### src/rtl/io_responder_pkg.sv
// rtl/io_responder_pkg.sv - shared IO region constants, register offsets and decode helper
package io_responder_pkg;

  // Region tag and offsets are shared with memory control so both agree on the map.
  localparam logic [3:0] IO_REGION  = 4'h8;

  localparam logic [7:0] OFF_CTRL   = 8'h00;
  localparam logic [7:0] OFF_RXDATA = 8'h04;
  localparam logic [7:0] OFF_TXDATA = 8'h08;
  localparam logic [7:0] OFF_CYCLE  = 8'h10;
  localparam logic [7:0] OFF_INSTR  = 8'h14;
  localparam logic [7:0] OFF_CNTCLR = 8'h18;

  localparam int STAT_TX_IDLE_BIT     = 0;
  localparam int STAT_RX_NONEMPTY_BIT = 1;

  typedef enum logic [2:0] {
    REG_NONE,
    REG_CTRL,
    REG_RXDATA,
    REG_TXDATA,
    REG_CYCLE,
    REG_INSTR,
    REG_CNTCLR
  } io_reg_e;

  function automatic io_reg_e decode_offset(input logic [7:0] off);
    case (off)
      OFF_CTRL:   return REG_CTRL;
      OFF_RXDATA: return REG_RXDATA;
      OFF_TXDATA: return REG_TXDATA;
      OFF_CYCLE:  return REG_CYCLE;
      OFF_INSTR:  return REG_INSTR;
      OFF_CNTCLR: return REG_CNTCLR;
      default:    return REG_NONE;
    endcase
  endfunction

endpackage

### src/rtl/io_rx_fifo.sv
// rtl/io_rx_fifo.sv - power-of-two receive byte FIFO with occupancy counter
module io_rx_fifo #(
  parameter int DEPTH = 4
) (
  input  logic       i_clk,
  input  logic       i_rst,
  input  logic       i_push,
  input  logic       i_pop,
  input  logic [7:0] i_din,
  output logic [7:0] o_dout,
  output logic       o_full,
  output logic       o_empty
);

  localparam int AW = $clog2(DEPTH);
  localparam logic [AW:0] FULL_CNT = (AW+1)'(DEPTH);

  logic [7:0]    r_mem [DEPTH];
  logic [AW-1:0] r_wr_ptr;
  logic [AW-1:0] r_rd_ptr;
  logic [AW:0]   r_count;

  logic w_do_push;
  logic w_do_pop;

  // Guards here keep the FIFO safe even if a caller ignores full/empty.
  assign w_do_push = i_push && !o_full;
  assign w_do_pop  = i_pop && !o_empty;

  assign o_full  = (r_count == FULL_CNT);
  assign o_empty = (r_count == '0);
  assign o_dout  = r_mem[r_rd_ptr];

  always_ff @(posedge i_clk or posedge i_rst) begin
    if (i_rst) begin
      for (int i = 0; i < DEPTH; i++) begin
        r_mem[i] <= 8'h00;
      end
    end else if (w_do_push) begin
      r_mem[r_wr_ptr] <= i_din;
    end
  end

  always_ff @(posedge i_clk or posedge i_rst) begin
    if (i_rst) begin
      r_wr_ptr <= '0;
      r_rd_ptr <= '0;
      r_count  <= '0;
    end else begin
      if (w_do_push) begin
        r_wr_ptr <= r_wr_ptr + 1'b1;
      end
      if (w_do_pop) begin
        r_rd_ptr <= r_rd_ptr + 1'b1;
      end
      case ({w_do_push, w_do_pop})
        2'b10:   r_count <= r_count + {{AW{1'b0}}, 1'b1};
        2'b01:   r_count <= r_count - {{AW{1'b0}}, 1'b1};
        default: r_count <= r_count;
      endcase
    end
  end

endmodule

### src/rtl/io_responder.sv
// rtl/io_responder.sv - memory-mapped IO responder: UART tx/rx, cycle and instruction counters
module io_responder
  import io_responder_pkg::*;
#(
  parameter int RX_DEPTH = 4
) (
  input  logic        i_clock,
  input  logic        i_reset,
  input  logic [31:0] i_a,
  input  logic [3:0]  i_io_trans,
  input  logic        i_io_recv,
  input  logic [31:0] i_write_data,
  input  logic        i_instr_retire,
  output logic [31:0] o_read_data,
  output logic [7:0]  o_tx_data,
  output logic        o_tx_valid,
  input  logic        i_tx_ready,
  input  logic [7:0]  i_rx_data,
  input  logic        i_rx_valid,
  output logic        o_rx_ready
);

  logic [31:0] r_read_data;
  logic [7:0]  r_tx_data;
  logic        r_tx_valid;
  logic [31:0] r_cycle_cnt;
  logic [31:0] r_instr_cnt;

  logic        w_sel;
  logic        w_any_strobe;
  logic        w_store;
  logic        w_load;
  io_reg_e     w_reg;
  logic        w_rx_full;
  logic        w_rx_empty;
  logic [7:0]  w_rx_dout;
  logic        w_push;
  logic        w_pop;
  logic        w_tx_load;
  logic        w_cnt_clr;
  logic [31:0] w_status;
  logic [31:0] w_load_data;
  logic        w_unused;

  assign w_unused = ^{i_a[27:8], i_write_data[31:8]};

  // A store strobe in the same cycle as a load strobe makes it a store only.
  assign w_sel        = (i_a[31:28] == IO_REGION);
  assign w_any_strobe = |i_io_trans;
  assign w_store      = w_sel && w_any_strobe;
  assign w_load       = w_sel && i_io_recv && !w_any_strobe;
  assign w_reg        = decode_offset(i_a[7:0]);

  assign w_push    = i_rx_valid && !w_rx_full;
  assign w_pop     = w_load && (w_reg == REG_RXDATA) && !w_rx_empty;
  assign w_tx_load = w_store && (w_reg == REG_TXDATA) && i_io_trans[0] && !r_tx_valid;
  assign w_cnt_clr = w_store && (w_reg == REG_CNTCLR);

  io_rx_fifo #(
    .DEPTH (RX_DEPTH)
  ) u_rx_fifo (
    .i_clk   (i_clock),
    .i_rst   (i_reset),
    .i_push  (w_push),
    .i_pop   (w_pop),
    .i_din   (i_rx_data),
    .o_dout  (w_rx_dout),
    .o_full  (w_rx_full),
    .o_empty (w_rx_empty)
  );

  always_comb begin
    w_status = 32'h0;
    w_status[STAT_TX_IDLE_BIT]     = !r_tx_valid;
    w_status[STAT_RX_NONEMPTY_BIT] = !w_rx_empty;
  end

  always_comb begin
    w_load_data = 32'h0;
    case (w_reg)
      REG_CTRL:   w_load_data = w_status;
      REG_RXDATA: w_load_data = w_rx_empty ? 32'h0 : {24'h0, w_rx_dout};
      REG_CYCLE:  w_load_data = r_cycle_cnt;
      REG_INSTR:  w_load_data = r_instr_cnt;
      default:    w_load_data = 32'h0;
    endcase
  end

  always_ff @(posedge i_clock or posedge i_reset) begin
    if (i_reset) begin
      r_read_data <= 32'h0;
    end else if (w_load) begin
      r_read_data <= w_load_data;
    end
  end

  // Holding register: a byte stays put until the UART takes it; stores in the meantime are dropped.
  always_ff @(posedge i_clock or posedge i_reset) begin
    if (i_reset) begin
      r_tx_data  <= 8'h00;
      r_tx_valid <= 1'b0;
    end else if (w_tx_load) begin
      r_tx_data  <= i_write_data[7:0];
      r_tx_valid <= 1'b1;
    end else if (r_tx_valid && i_tx_ready) begin
      r_tx_valid <= 1'b0;
    end
  end

  always_ff @(posedge i_clock or posedge i_reset) begin
    if (i_reset) begin
      r_cycle_cnt <= 32'h0;
      r_instr_cnt <= 32'h0;
    end else if (w_cnt_clr) begin
      r_cycle_cnt <= 32'h0;
      r_instr_cnt <= 32'h0;
    end else begin
      r_cycle_cnt <= r_cycle_cnt + 32'h1;
      if (i_instr_retire) begin
        r_instr_cnt <= r_instr_cnt + 32'h1;
      end
    end
  end

  assign o_read_data = r_read_data;
  assign o_tx_data   = r_tx_data;
  assign o_tx_valid  = r_tx_valid;
  assign o_rx_ready  = !w_rx_full;

endmodule
### config.mk
export PLATFORM = sky130hd
export DESIGN_NAME = io_responder
export DESIGN_NICKNAME = d
export VERILOG_FILES = /design/src/rtl/io_responder_pkg.sv /design/src/rtl/io_rx_fifo.sv /design/src/rtl/io_responder.sv
export SDC_FILE = /design/constraint.sdc
export NUM_CORES = 1
export LEC_CHECK = 0
export BUFFER_PORTS_ARGS = -buffer_cell sky130_fd_sc_hd__buf_2
export CAP_MARGIN = 10
export CORE_MARGIN = 1.5
export CORE_UTILIZATION = 30
export DETAILED_ROUTE_END_ITERATION = 16
export PLACE_DENSITY = 0.51
export SYNTH_ARGS = -nofsm -noshare
export SYNTH_HDL_FRONTEND = slang
export SYNTH_SLANG_ARGS = --single-unit
### constraint.sdc
create_clock -name i_clock -period 5.75 [get_ports i_clock]
set_input_delay 1.4375 -clock i_clock [delete_from_list [all_inputs] [get_ports i_clock]]
set_output_delay 1.4375 -clock i_clock [all_outputs]
set_load 0.05 [all_outputs]
==> impl_metrics.json <==
{
  "outcome": "completed",
  "grt_overflow": 0,
  "dieArea_sq_um": 24200,
  "synth_fa_ha_area_share_pct": 1.54,
  "p_leak_nw": 3.79,
  "yosys_warnings": 0,
  "power_w": 0.00294,
  "initial_core_util_pct": 30.7,
  "min_from": "o_read_data[16]",
  "synthSimpleGateAreaFrac_pct": 18.3,
  "path_class": "in2reg",
  "chipHeight_microns": 156,
  "groute.usage.overall_pct": 14.2,
  "hold_buf_cts": 0,
  "maxSlewViolCount": 0,
  "number_of_distinct_standard_cells_referenced_by_the_synthesized_netlist": 39,
  "totalNegativeSetupSlack_ns": 0,
  "timing.critical_path.cells": "buf_2 > nor4b_2 > nand3_1 > buf_4 > nor3_2 > buf_4 > and2_1 > ha_1 > inv_1 > fa_1 > xor2_1 > nor2_1 > xor2_1",
  "average_detailed_routed_wire_length_per_instance_microns": 16.0,
  "synth_compound_area_share_pct": 4.64,
  "cts-buffers-inserted": 17,
  "worst_hold_slack_ns": 0.469,
  "synth_enable_flop_cells": 0,
  "hold_violations": 0,
  "critPathLaunch": "i_a[29]",
  "ir_drop_mv": 0.182,
  "worst_hold_class": "reg2reg",
  "cp_max_fo": 33,
  "max_slew_margin_pct": 29.5,
  "max_cap_violations": 0,
  "layout-drive-gt1-share_pct": 24.3,
  "synth_top_family_by_area": "simple AND/OR/NAND/NOR gates",
  "drtPass1Iterations": 4,
  "gpl.final_weighted_congestion": 0.772,
  "detail_route.vias_per_cell": 4.83,
  "clkSinkCount": 144,
  "powerDensity_nw_per_um2": 358,
  "crit_buf_inv": 4,
  "portBuffers": 79,
  "number_of_antenna_violations_at_the_first_check_in_global_routing": 0,
  "initialDrtViolationCount": 240,
  "placement_rows": 55,
  "tightestPinTransition_ns": 1.06,
  "post_synth_most_frequent_cells": "dfrtp_1, nor2_1, nand2_1",
  "fmaxAchievable_mhz": 280,
  "cts_buffer_depth": 2,
  "setup_viol_count_final": 0,
  "crit_arrival_ns": 3.92,
  "critical_path.reg2reg.startpoint": "u_rx_fifo.r_count[0]",
  "cts-htree-levels": 4,
  "cts_tree": "built",
  "synth_most_common_cell": "dfrtp_1",
  "routed-via-count": 4859,
  "max_stage_delay_on_crit_path_ns": 0.38,
  "synth.largest_area_cell": "dfrtp_1",
  "clkSlewWorstSetupHoldPaths_ns": 0.06,
  "n_antenna_cell": 0,
  "yosys.area.top_type_share_pct": 51.6,
  "synth-async-reset-ratio_pct": 100,
  "ios": 124,
  "cts_resized": 0,
  "drc": 0,
  "period_minus_slack_ns": 3.57,
  "design.final.nets": 798,
  "die_width_microns": 156,
  "synth.ff_latch_count": 144,
  "first_global_vias": 4887,
  "synth_area_per_cell_sq_um": 11.0,
  "wire_length_of_the_first_global_routing_pass_microns": 26700,
  "synth.area.mux_share_pct": 13.0,
  "grt_max_degree": 109,
  "area_delta_synth_final_pct": 17.8,
  "netlist_instances": 636,
  "cp_top_family": "simple AND/OR/NAND/NOR gates",
  "place_hpwl_microns": 10700,
  "skew_ns": 0.00684,
  "clock_insertion_delay_worst_skew_ns": 0.42,
  "cp_data_required_time_ns": 6.10,
  "layout_worst_path_cycle_share_pct": 62.1,
  "crit_path_end_kind": "flop",
  "final_ant_viol_nets": 0,
  "critical_path.startpoint_type": "primary input",
  "yosys_most_used_dff": "dfrtp_1",
  "synth-seq-area-share_pct": 51.6,
  "post_synth_xor_area_fraction_pct": 8.03,
  "synth_top_cells_by_area": "dfrtp_1, mux2_2, xor2_1",
  "synth_fp_nets": 726,
  "root_buffer": "clkbuf_16",
  "total_routed_length_microns": 16000,
  "cts.repair_timing.setup_buffer_count": 0,
  "synth.cell_area_sq_um": 6980,
  "rsz0062_at_grt": "false",
  "core-area_sq_um": 22700,
  "cp_slowest_cell": "fa_1"
}
[power breakdown]
part	leakage [nW]	internal [W]	switching (W)
Combinational	1.73	0.000265	0.000238
Clock	0.276	0.000680	0.000429
Sequential	1.78	0.00119	0.000135
Total	3.79	0.00214	0.000802
[state kept, by name, indices dropped and copies added, names as in the netlist]
signal / count
u_rx_fifo.r_wr_ptr: 2
u_rx_fifo.r_rd_ptr: 2
r_instr_cnt: 32
o_tx_data: 8
o_read_data: 32
o_tx_valid: 1
u_rx_fifo.r_count: 3
u_rx_fifo.r_mem: 32
r_cycle_cnt: 32
[tightest hold or removal path: cells and delay by family, from the launching register on]
family	cells	cell delay, ns
flip-flops	1	0.34
AO/OA/AOI/OAI	1	0.05
AND/OR/NAND/NOR	1	0.04
[cell families (layout without fill, tap and decap cells)]
logic type	count (synthesis)	in the layout
xor+xnor	64	64
flops	144	144
mux	76	76
compound gates	55	55
buf+inv	44	128
fa+ha+maj	8	8
simple gates	245	245
[layer usage]
metal | vias to the layer above | share of wire (%) | track usage [%]
li1 | 2373 | - | -
met1 | 2387 | 50 | 19.8
met2 | 83 | 46 | 21.8
met3 | 16 | 3.4 | 2.81
met4 | 0 | 1.5 | 4.94
met5 | - | 0 | 0
[placed cells by master (no fill, tap or decap), types with 3 or more instances in the layout]
master / instances
and4_1: 8
a21oi_1: 3
a22o_1: 7
clkbuf_16: 17
inv_1: 12
and2_1: 7
nor2_1: 68
buf_2: 79
nand3_1: 39
or3_1: 3
xnor2_1: 25
and3_1: 12
xor2_1: 39
a21o_1: 6
ha_1: 7
buf_4: 5
clkbuf_8: 4
mux2i_1: 28
clkinvlp_4: 5
o21ai_0: 36
nor4_1: 8
nor3_1: 9
nor4_2: 3
nand2_1: 55
mux4_2: 8
dfrtp_1: 144
nand4_1: 21
mux2_2: 40
[layout make-up]
| cell class | count | area (sq um) |
|---|---|---|
| Timing Repair Buffer | 84 | 433 |
| Multi-Input combinational cell | 448 | 3180 |
| Sequential cell | 144 | 3600 |
| Inverter | 13 | 53.8 |
| Tap cell | 285 | 357 |
| Clock buffer | 22 | 484 |
| Clock inverter | 9 | 108 |
| Fill cell | 2359 | 14500 |
[path summary, 6_finish.rpt]
check	end	slack [ns]	cells past startpoint
worst max-delay path	u_rx_fifo.r_count[2]	2.18	13
worst min-delay path	o_read_data[16]	0.47	2
worst max register to register	u_rx_fifo.r_count[2]	3.38	9
worst min register to register	o_read_data[16]	0.47	2
max in group asynchronous	o_read_data[25]	3.50	3
min in group asynchronous	u_rx_fifo.r_wr_ptr[0]	1.21	2
[stage by stage]
step / cell area [sq um] / worst slack (ns) / cells / utilization (%)
floorplan: 6980 / 0.446 / 636 / -
CTS: 8220 / 2.16 / 1005 / 36.2
global route: 8220 / 2.01 / 1005 / 36.2
detailed placement: 7630 / 1.73 / 974 / 33.6
finish: 8220 / 2.18 / 1005 / 36.2
global placement: 7630 / 1.77 / 974 / 33.6
(Power assumes the default switching activity.)
